$ cat src/rtl/fetch_pkg.sv
// Shared types and constants for the instruction fetch slice.
// Entry layout is the prefetch FIFO word: instruction plus its PC.
package fetch_pkg;

  localparam int XLEN = 32;
  localparam logic [31:0] NOP_INST = 32'h0000_0013;

  typedef struct packed {
    logic [31:0]     inst;
    logic [XLEN-1:0] pc;
  } fetch_entry_t;

endpackage

$ cat src/rtl/inst_fetch_unit_if.sv
// Instruction memory request/response bus and decode-side handshake.
// master = fetch unit, slave = memory plus decode.
interface inst_fetch_unit_if #(
  parameter int XLEN = 32
);

  logic            imem_req;
  logic [XLEN-1:0] imem_addr;
  logic            imem_gnt;
  logic            imem_rvalid;
  logic [XLEN-1:0] imem_rdata;
  logic [31:0]     inst;
  logic [XLEN-1:0] inst_pc;
  logic            inst_valid;
  logic            inst_ready;

  modport master (
    output imem_req, imem_addr,
    input  imem_gnt, imem_rvalid, imem_rdata,
    output inst, inst_pc, inst_valid,
    input  inst_ready
  );

  modport slave (
    input  imem_req, imem_addr,
    output imem_gnt, imem_rvalid, imem_rdata,
    input  inst, inst_pc, inst_valid,
    output inst_ready
  );

endinterface

$ cat src/rtl/inst_fetch_unit_sync_fifo.sv
// Power-of-two synchronous FIFO with flush; registered storage,
// head word read straight from the array (no bypass).
module sync_fifo #(
  parameter int WIDTH = 8,
  parameter int DEPTH = 4,
  localparam int AW = $clog2(DEPTH),
  localparam int CW = AW + 1
) (
  input  logic             clk,
  input  logic             rst,
  input  logic             push,
  input  logic             pop,
  input  logic             flush,
  input  logic [WIDTH-1:0] din,
  output logic [WIDTH-1:0] dout,
  output logic [CW-1:0]    count,
  output logic             full,
  output logic             empty
);

  logic [WIDTH-1:0] mem [DEPTH];
  logic [AW-1:0]    wptr;
  logic [AW-1:0]    rptr;
  logic             do_pop;

  assign empty  = (count == '0);
  assign full   = (count == CW'(DEPTH));
  assign do_pop = pop & ~empty;
  assign dout   = mem[rptr];

  always_ff @(posedge clk) begin
    if (rst) begin
      wptr  <= '0;
      rptr  <= '0;
      count <= '0;
    end else if (flush) begin
      wptr  <= '0;
      rptr  <= '0;
      count <= '0;
    end else begin
      if (push)
        wptr <= wptr + AW'(1);
      if (do_pop)
        rptr <= rptr + AW'(1);
      count <= count + CW'(push) - CW'(do_pop);
    end
  end

  always_ff @(posedge clk) begin
    if (push && !flush)
      mem[wptr] <= din;
  end

endmodule

$ cat src/rtl/inst_fetch_unit.sv
// PC generation, credit-limited imem issue, in-order response capture
// with drop counting after redirects, and the decode-side prefetch FIFO.
module inst_fetch_unit
  import fetch_pkg::*;
#(
  parameter int              XLEN     = fetch_pkg::XLEN,
  parameter logic [XLEN-1:0] RESET_PC = '0,
  parameter int              DEPTH    = 4,
  parameter logic [31:0]     NOP_INST = fetch_pkg::NOP_INST
) (
  input  logic            clk,
  input  logic            rst,
  input  logic            clk_en,
  input  logic            PCSel,
  input  logic [XLEN-1:0] pc_target,
  inst_fetch_unit_if.master bus
);

  localparam int AW = $clog2(DEPTH);
  localparam int CW = AW + 1;

  logic [XLEN-1:0] fetch_pc;
  logic [CW-1:0]   outstanding;
  logic [CW-1:0]   drop_cnt;
  logic [CW-1:0]   out_dec;
  logic [CW-1:0]   count;
  logic [XLEN-1:0] pcq [DEPTH];
  logic [AW-1:0]   pcq_w;
  logic [AW-1:0]   pcq_r;
  logic            redirect;
  logic            credit_ok;
  logic            accept;
  logic            dropping;
  logic            push;
  logic            pop;
  logic            fifo_full;
  logic            fifo_empty;
  fetch_entry_t    push_e;
  fetch_entry_t    head_e;

  assign redirect  = PCSel & clk_en;
  assign credit_ok = ({1'b0, count} + {1'b0, outstanding})
                   < (CW+1)'(DEPTH);
  assign accept    = bus.imem_req & bus.imem_gnt;
  assign dropping  = bus.imem_rvalid & (drop_cnt != '0);
  assign push      = bus.imem_rvalid & ~dropping & ~redirect;
  assign pop       = bus.inst_valid & bus.inst_ready & clk_en;
  assign out_dec   = outstanding - CW'(bus.imem_rvalid);

  assign bus.imem_req  = clk_en & ~PCSel & credit_ok;
  assign bus.imem_addr = fetch_pc;

  always_comb begin
    push_e      = '0;
    push_e.inst = bus.imem_rdata[31:0];
    push_e.pc   = pcq[pcq_r];
  end

  always_ff @(posedge clk) begin
    if (rst) begin
      fetch_pc    <= RESET_PC;
      outstanding <= '0;
      drop_cnt    <= '0;
      pcq_w       <= '0;
      pcq_r       <= '0;
    end else begin
      if (redirect)
        fetch_pc <= {pc_target[XLEN-1:2], 2'b00};
      else if (accept)
        fetch_pc <= fetch_pc + XLEN'(4);
      if (accept)
        pcq_w <= pcq_w + AW'(1);
      if (bus.imem_rvalid)
        pcq_r <= pcq_r + AW'(1);
      outstanding <= out_dec + CW'(accept);
      // everything still in flight after a redirect is stale
      if (redirect)
        drop_cnt <= out_dec;
      else if (dropping)
        drop_cnt <= drop_cnt - CW'(1);
      assert (!(push && fifo_full && !pop));
    end
  end

  always_ff @(posedge clk) begin
    if (accept)
      pcq[pcq_w] <= fetch_pc;
  end

  sync_fifo #(
    .WIDTH ($bits(fetch_entry_t)),
    .DEPTH (DEPTH)
  ) u_fifo (
    .clk   (clk),
    .rst   (rst),
    .push  (push),
    .pop   (pop),
    .flush (redirect),
    .din   (push_e),
    .dout  (head_e),
    .count (count),
    .full  (fifo_full),
    .empty (fifo_empty)
  );

  assign bus.inst_valid = ~fifo_empty;
  assign bus.inst       = fifo_empty ? NOP_INST : head_e.inst;
  assign bus.inst_pc    = fifo_empty ? '0 : head_e.pc;

endmodule

$ cat src/flat_wrapper.sv
// flat-port wrapper written by rule: the top's interface ports become plain ports
module inst_fetch_unit_flat import fetch_pkg::*;
#(
  parameter int              XLEN     = fetch_pkg::XLEN,
  parameter logic [XLEN-1:0] RESET_PC = '0,
  parameter int              DEPTH    = 4,
  parameter logic [31:0]     NOP_INST = fetch_pkg::NOP_INST
)
  (clk, rst, clk_en, PCSel, pc_target, bus_imem_req, bus_imem_addr, bus_imem_gnt, bus_imem_rvalid, bus_imem_rdata, bus_inst, bus_inst_pc, bus_inst_valid, bus_inst_ready);
  inst_fetch_unit_if #(.XLEN(XLEN)) bus_i ();
  input  logic clk;
  input  logic rst;
  input  logic clk_en;
  input  logic PCSel;
  input  logic [XLEN-1:0] pc_target;
  output wire logic [$bits(bus_i.imem_req)-1:0] bus_imem_req;
  output wire logic [$bits(bus_i.imem_addr)-1:0] bus_imem_addr;
  input wire logic [$bits(bus_i.imem_gnt)-1:0] bus_imem_gnt;
  input wire logic [$bits(bus_i.imem_rvalid)-1:0] bus_imem_rvalid;
  input wire logic [$bits(bus_i.imem_rdata)-1:0] bus_imem_rdata;
  output wire logic [$bits(bus_i.inst)-1:0] bus_inst;
  output wire logic [$bits(bus_i.inst_pc)-1:0] bus_inst_pc;
  output wire logic [$bits(bus_i.inst_valid)-1:0] bus_inst_valid;
  input wire logic [$bits(bus_i.inst_ready)-1:0] bus_inst_ready;
  assign bus_imem_req = bus_i.imem_req;
  assign bus_imem_addr = bus_i.imem_addr;
  assign bus_i.imem_gnt = bus_imem_gnt;
  assign bus_i.imem_rvalid = bus_imem_rvalid;
  assign bus_i.imem_rdata = bus_imem_rdata;
  assign bus_inst = bus_i.inst;
  assign bus_inst_pc = bus_i.inst_pc;
  assign bus_inst_valid = bus_i.inst_valid;
  assign bus_i.inst_ready = bus_inst_ready;
  inst_fetch_unit #(.XLEN(XLEN), .RESET_PC(RESET_PC), .DEPTH(DEPTH), .NOP_INST(NOP_INST)) u_core (.clk(clk), .rst(rst), .clk_en(clk_en), .PCSel(PCSel), .pc_target(pc_target), .bus(bus_i));
endmodule
$ cat config.mk
export PLATFORM = sky130hd
export DESIGN_NAME = inst_fetch_unit_flat
export DESIGN_NICKNAME = d
export VERILOG_FILES = /design/src/rtl/fetch_pkg.sv /design/src/rtl/inst_fetch_unit_if.sv /design/src/rtl/inst_fetch_unit_sync_fifo.sv /design/src/rtl/inst_fetch_unit.sv /design/src/flat_wrapper.sv
export SDC_FILE = /design/constraint.sdc
export NUM_CORES = 1
export LEC_CHECK = 0
export ABC_CLOCK_PERIOD_IN_PS = 3000
export BUFFER_PORTS_ARGS = -buffer_cell sky130_fd_sc_hd__buf_4
export CORE_MARGIN = 8
export CORE_UTILIZATION = 35
export CTS_CLUSTER_DIAMETER = 100
export CTS_CLUSTER_SIZE = 30
export DETAILED_ROUTE_END_ITERATION = 12
export PLACE_DENSITY = 0.6
export SETUP_SLACK_MARGIN = 0.1
export SYNTH_ARGS = -nofsm -noshare
export SYNTH_HDL_FRONTEND = slang
export SYNTH_SLANG_ARGS = --single-unit
$ cat constraint.sdc
create_clock -name clk -period 3 [get_ports clk]
set_clock_uncertainty 0.15 [all_clocks]
set_input_delay 0.3 -clock clk [delete_from_list [all_inputs] [get_ports clk]]
set_output_delay 0.3 -clock clk [all_outputs]
set_load 0.02 [all_outputs]
==> results.cfg, run 1 <==
[clock_tree]
cts.sinks = 419
root_buffer = clkbuf_16
path_clk_slew_ns = 0.11
clkLatencyLatePin_ns = 0.53
clockBufferDepth = 3
cts_htree_levels = 1
cts_tree = built
cts_made_buffers = 18

[run_status]
status = finished clean

[setup_path]
worst-setup-path-type = reg2out
crit_fanout = 19
r2r_start = u_core.u_fifo.count[2]$_SDFF_PP0_
cp.required_ns = 2.55
r2r_end = u_core.bus.imem_addr[26]$_SDFFE_PP0P_
r2r.worst_path.cells = 6
r2r_setup_slack_ns = 0.35
cp-start-kind = register
arrival_ns = 2.21
end_kind = output port

[timing]
setup_ws_ns = 0.3434
fin_crit_ns = 2.657
slew-limit-headroom_pct = 51.32
slew_viol_final = 0
fmax_mhz = 376.4
finalCritPeriodShare_pct = 88.55
rsz0062_at_grt = false
tns_ns = 0
hold_viol_final = 0
setup_viol = 0
fin_hold_ws_ns = 0.06844
tightestPinTransition_ns = 0.7235

[floorplan]
die_area_um2 = 54010
fp.dieH_um = 232.4
rows = 79
core_um2 = 46360
initial_core_util_pct = 35.36
die_w_um = 232.4
ioPinCount = 169

[layout]
final_common_cell = edfxtp_1
area_growth_pct = 21.53
final_cell_area_um2 = 19920
final_cell_count_no_fill = 1730
mostFrequentLayoutCells = 368 x edfxtp_1, 187 x buf_4, 92 x mux4_2
num-fill-cells = 4066
final_nets = 1202
post-route-util_pct = 42.97
num_antenna_cells = 0
drive_gt1_share_pct = 30.10

[placement]
dpl_cell_area_um2 = 18640
dp_hpwl_um = 21940
dp_cells = 1626
io_buffers = 162
dp_slack_ns = 0.3387
place.gp.congestion = 0.7505

[routing]
dr_wl_met3_um = 1435
drcViolationCount = 0
dr_wl_met2_um = 16850
wl_met1_um = 15810
post_drt_wl_per_cell_um = 19.96
wl_um = 34530
viasPerCell = 4.814
highest_layer = met4
drtIter0Drc = 557
ant_nets = 0
drtPass1Iterations = 4
via_count = 8328

[power]
vdd_drop_max_uv = 411.2
p_total_mw = 11.96
power.density_nw_per_um2 = 600.3
p_leak_nw = 6.681

[logic_synthesis]
synth-seq-cells = 419
ys_seq_area_share_pct = 73.65
yosysWarnings = 0
syn_inst = 872
ys_types = 38
syn_area_per_cell_um2 = 18.80
synth.cell_area_um2 = 16390

[run]
drv_cap = 0

[global_route]
grt_pass1_wl_um = 53290
antenna_found_initial = 0
track_usage_pct = 12.64
overflow = 0
grt_pass1_vias = 8839
grt_max_degree = 63

[worst_hold_path]
hold_depth = 2
min-delay-path-class = in2reg
min-delay-start = rst
state kept, by name, summed over array words and instances, names as in the netlist, named ones only:
register / count
u_core.bus.imem_addr: 30
u_core.drop_cnt: 3
u_core.outstanding: 3
u_core.pcq: 120
u_core.pcq_r: 2
u_core.pcq_w: 2
u_core.u_fifo.count: 3
u_core.u_fifo.mem: 248
u_core.u_fifo.rptr: 2
u_core.u_fifo.wptr: 2
cell usage after synthesis, drive strengths merged:
cell type | number | area share [%]
edfxtp | 368 | 67
nand2 | 14 | 0.32
buf | 16 | 0.50
nor2 | 48 | 1.1
nor3 | 3 | 0.092
xnor2 | 12 | 0.64
or2 | 4 | 0.15
a21boi | 1 | 0.046
fa | 1 | 0.12
a21oi | 1 | 0.031
nor2b | 2 | 0.076
conb | 1 | 0.023
nand4 | 17 | 0.65
ha | 19 | 1.5
mux2i | 3 | 0.18
or3b | 1 | 0.053
a211oi | 29 | 1.3
nand3 | 13 | 0.47
a311oi | 1 | 0.053
dfxtp | 51 | 6.2
clkbuf | 34 | 0.78
mux4 | 92 | 13
o211ai | 2 | 0.092
nand2b | 1 | 0.038
nor4 | 5 | 0.28
o21ai | 2 | 0.061
and3 | 12 | 0.46
inv | 18 | 0.41
or3 | 2 | 0.076
and2 | 69 | 2.6
a31oi | 1 | 0.038
and4 | 2 | 0.11
xor2 | 27 | 1.4
logic make-up (layout without fill, tap and decap cells):
family          Yosys count  in the layout  share of synthesized area [%]
compound gates           37             37                          1.649
xor+xnor                 39             39                          2.084
simple gates            193            193                          6.511
buf+inv                  68            316                          1.687
mux                      95             95                          12.82
other cells               1              4                        0.02288
fa+ha+maj                20             20                          1.573
flops                   419            419                          73.65
power by group:
| part | switching (mW) | internal [mW] | total [mW] |
|---|---|---|---|
| sequential | 0.138 | 6.65 | 6.79 |
| combinational | 1.17 | 0.971 | 2.15 |
| clock | 1.72 | 1.30 | 3.02 |
| total | 3.03 | 8.93 | 12.0 |
final cells by class:
class                           count  area [µm²]  share of cell area, %
Timing Repair Buffer              266        2355                  11.82
Sequential cell                   419       12080                  60.63
Inverter                           18       67.56                 0.3392
Clock inverter                      4       61.31                 0.3078
Multi-Input combinational cell    388        4089                  20.53
Clock buffer                       28       509.2                  2.557
Tap cell                          607       759.5                  3.813
worst max-delay path: stages, from the launching register on:
cell and delay [ns]:
dfxtp_4 0.48, buf_12 0.23, mux4_2 0.50, or2_2 0.29, buf_4 0.16
worst max path at each step:
stage / startpoint / end / cells after the start
floorplan: u_core.u_fifo.count[2]$_SDFF_PP0_ / u_core.pcq[2][10]$_DFFE_PP_ / 5
finish: register / bus_inst[1] / 4
global placement: u_core.u_fifo.count[2]$_SDFF_PP0_ / u_core.bus.imem_addr[18]$_SDFFE_PP0P_ / 7
CTS: register / bus_inst[0] / 4
detailed placement: u_core.u_fifo.count[2]$_SDFF_PP0_ / u_core.bus.imem_addr[26]$_SDFFE_PP0P_ / 6
global route: u_core.u_fifo.count[2]$_SDFF_PP0_ / u_core.bus.imem_addr[26]$_SDFFE_PP0P_ / 6
layer usage:
metal  vias up  track usage, %
met3        28           2.034
met1      4282           17.15
met5         -               0
met2       148           21.35
li1       3870               -
met4         0           2.558
timing repair:
action / CTS / global route
endpoints found under the hold margin: 163 / 0
hold buffers: 63 / 0
resized for setup: 0 / 1
endpoints found under the setup margin: 0 / 5
setup buffers: 0 / 9
(Power assumes the default switching activity.)
==> run 2: changes to the inputs <==
Settings changed: RECOVER_POWER set to 100.
==> results.cfg, run 2 (synthesis gave the netlist of run 1 again) <==
[run_status]
status = finished clean

[layout]
post-route-util_pct = 42.07
area_growth_pct = 18.99
final_cell_count_no_fill = 1730
regMostFlops = u_core.u_fifo.mem
final_common_cell = edfxtp_1
num-fill-cells = 4141
num_antenna_cells = 0
largest_register_ffs = 248
mostFrequentLayoutCells = 368 x edfxtp_1, 94 x clkbuf_1, 93 x buf_4
drive_gt1_share_pct = 22.26
final_nets = 1202

[timing]
setup_viol = 0
tightestPinTransition_ns = 0.8293
hold_viol_final = 0
fmax_mhz = 362.9
slew_viol_final = 0
finalCritPeriodShare_pct = 91.85
slew-limit-headroom_pct = 44.64
tns_ns = 0
rsz0062_at_grt = false
fin_crit_ns = 2.755

[global_route]
antenna_found_initial = 0
grt_max_degree = 63
track_usage_pct = 12.64
use_met1_pct = 17.15
grt_pass1_wl_um = 53290
grtUsageMet2_pct = 21.35
grt_util_met3_pct = 2.034
grt_pass1_vias = 8839
grt-busiest-layer = met2
overflow = 0

[setup_path]
cp.required_ns = 2.55
arrival_ns = 2.31
crit_chain = buf_6 -> mux4_2 -> or2_2 -> buf_4
cp-start-kind = register
crit_slowest_cell = buf_6
crit_fanout = 62
r2r_start = u_core.u_fifo.count[2]$_SDFF_PP0_
worst-setup-path-type = reg2out
cp_slowest_stage_delay_ns = 0.53
end_kind = output port

[power]
power.density_nw_per_um2 = 607.0
p_leak_nw = 6.286
vdd_drop_max_uv = 398.9

[clock_tree]
path_clk_slew_ns = 0.11
clkLatencyLatePin_ns = 0.54
cts_htree_levels = 1
clockBufferDepth = 3
root_buffer = clkbuf_16
cts_tree = built
cts_made_buffers = 18
cts.sinks = 419

[routing]
via_count = 8282
ant_nets = 0
wl_um = 34400
viasPerCell = 4.787
post_drt_wl_per_cell_um = 19.89
drtPass1Iterations = 4
drcViolationCount = 0
drtIter0Drc = 592

[placement]
place.gp.congestion = 0.7505
dp_hpwl_um = 21940
dp_cells = 1626
io_buffers = 162

[floorplan]
die_w_um = 232.4
rows = 79
core_um2 = 46360
initial_core_util_pct = 35.36
fp.dieH_um = 232.4
die_area_um2 = 54010
ioPinCount = 169

[worst_hold_path]
min-delay-start = rst
min-delay-path-class = in2reg

[run]
drv_cap = 0
[run 2: stage by stage]
step | total power [mW] | setup slack, ns | hold WS [ns] | cell area (µm²)
2_1_floorplan | 8.092 | 0.3247 | 0.2489 | 16420
3_3_place_gp | 9.028 | 0.3534 | 0.3522 | 18640
3_5_place_dp | 9.059 | 0.3387 | 0.3523 | 18640
4_1_cts | 12.16 | 0.1249 | 0.03280 | 19850
5_1_grt | 12.37 | 0.1002 | 0.06315 | 19500
6_report | 11.84 | 0.2446 | 0.05861 | 19500
[run 2: final cells by class]
type                       instances  area, µm²  area share (%)
sequential                       419      12070           61.91
multi-input combinational        388       4078           20.91
timing repair buffer             266       1954           10.02
tap                              607      759.5           3.894
clock buffer                      28      509.2           2.611
inverter                          18      67.56          0.3464
clock inverter                     4      61.31          0.3143
[run 2: worst paths after layout]
check,end,slack (ns),depth (start not counted)
worst max register to register,u_core.bus.imem_addr[18]$_SDFFE_PP0P_,0.35,7
worst min-delay path,register,0.06,2
worst max-delay path,bus_inst[4],0.24,4
worst min register to register,register,0.40,2
[run 2: routing by layer]
layer	part of all wire [%]	vias to the layer above
met1	46	4244
met5	0	-
met4	1.3	0
met3	4.4	28
met2	49	142
li1	-	3868
[run 2: critical path, delay by kind of cell (launching register included)]
kind | cells | cell delay [ns]
flops | 1 | 0.34
buf+inv | 2 | 0.70
simple gates | 1 | 0.31
mux | 1 | 0.40
[run 2: timing repair]
item / 4_1_cts / 5_1_grt
endpoints found under the setup margin: 0 / 5
hold buffers: 63 / 0
buffers inserted: 0 / 9
endpoints found under the hold margin: 163 / 0
gates resized for setup: 0 / 1
[run 2: power breakdown]
group,total [mW],internal [mW],switching [mW]
Sequential,6.79,6.65,0.136
Combinational,2.03,0.847,1.18
Clock,3.02,1.30,1.72
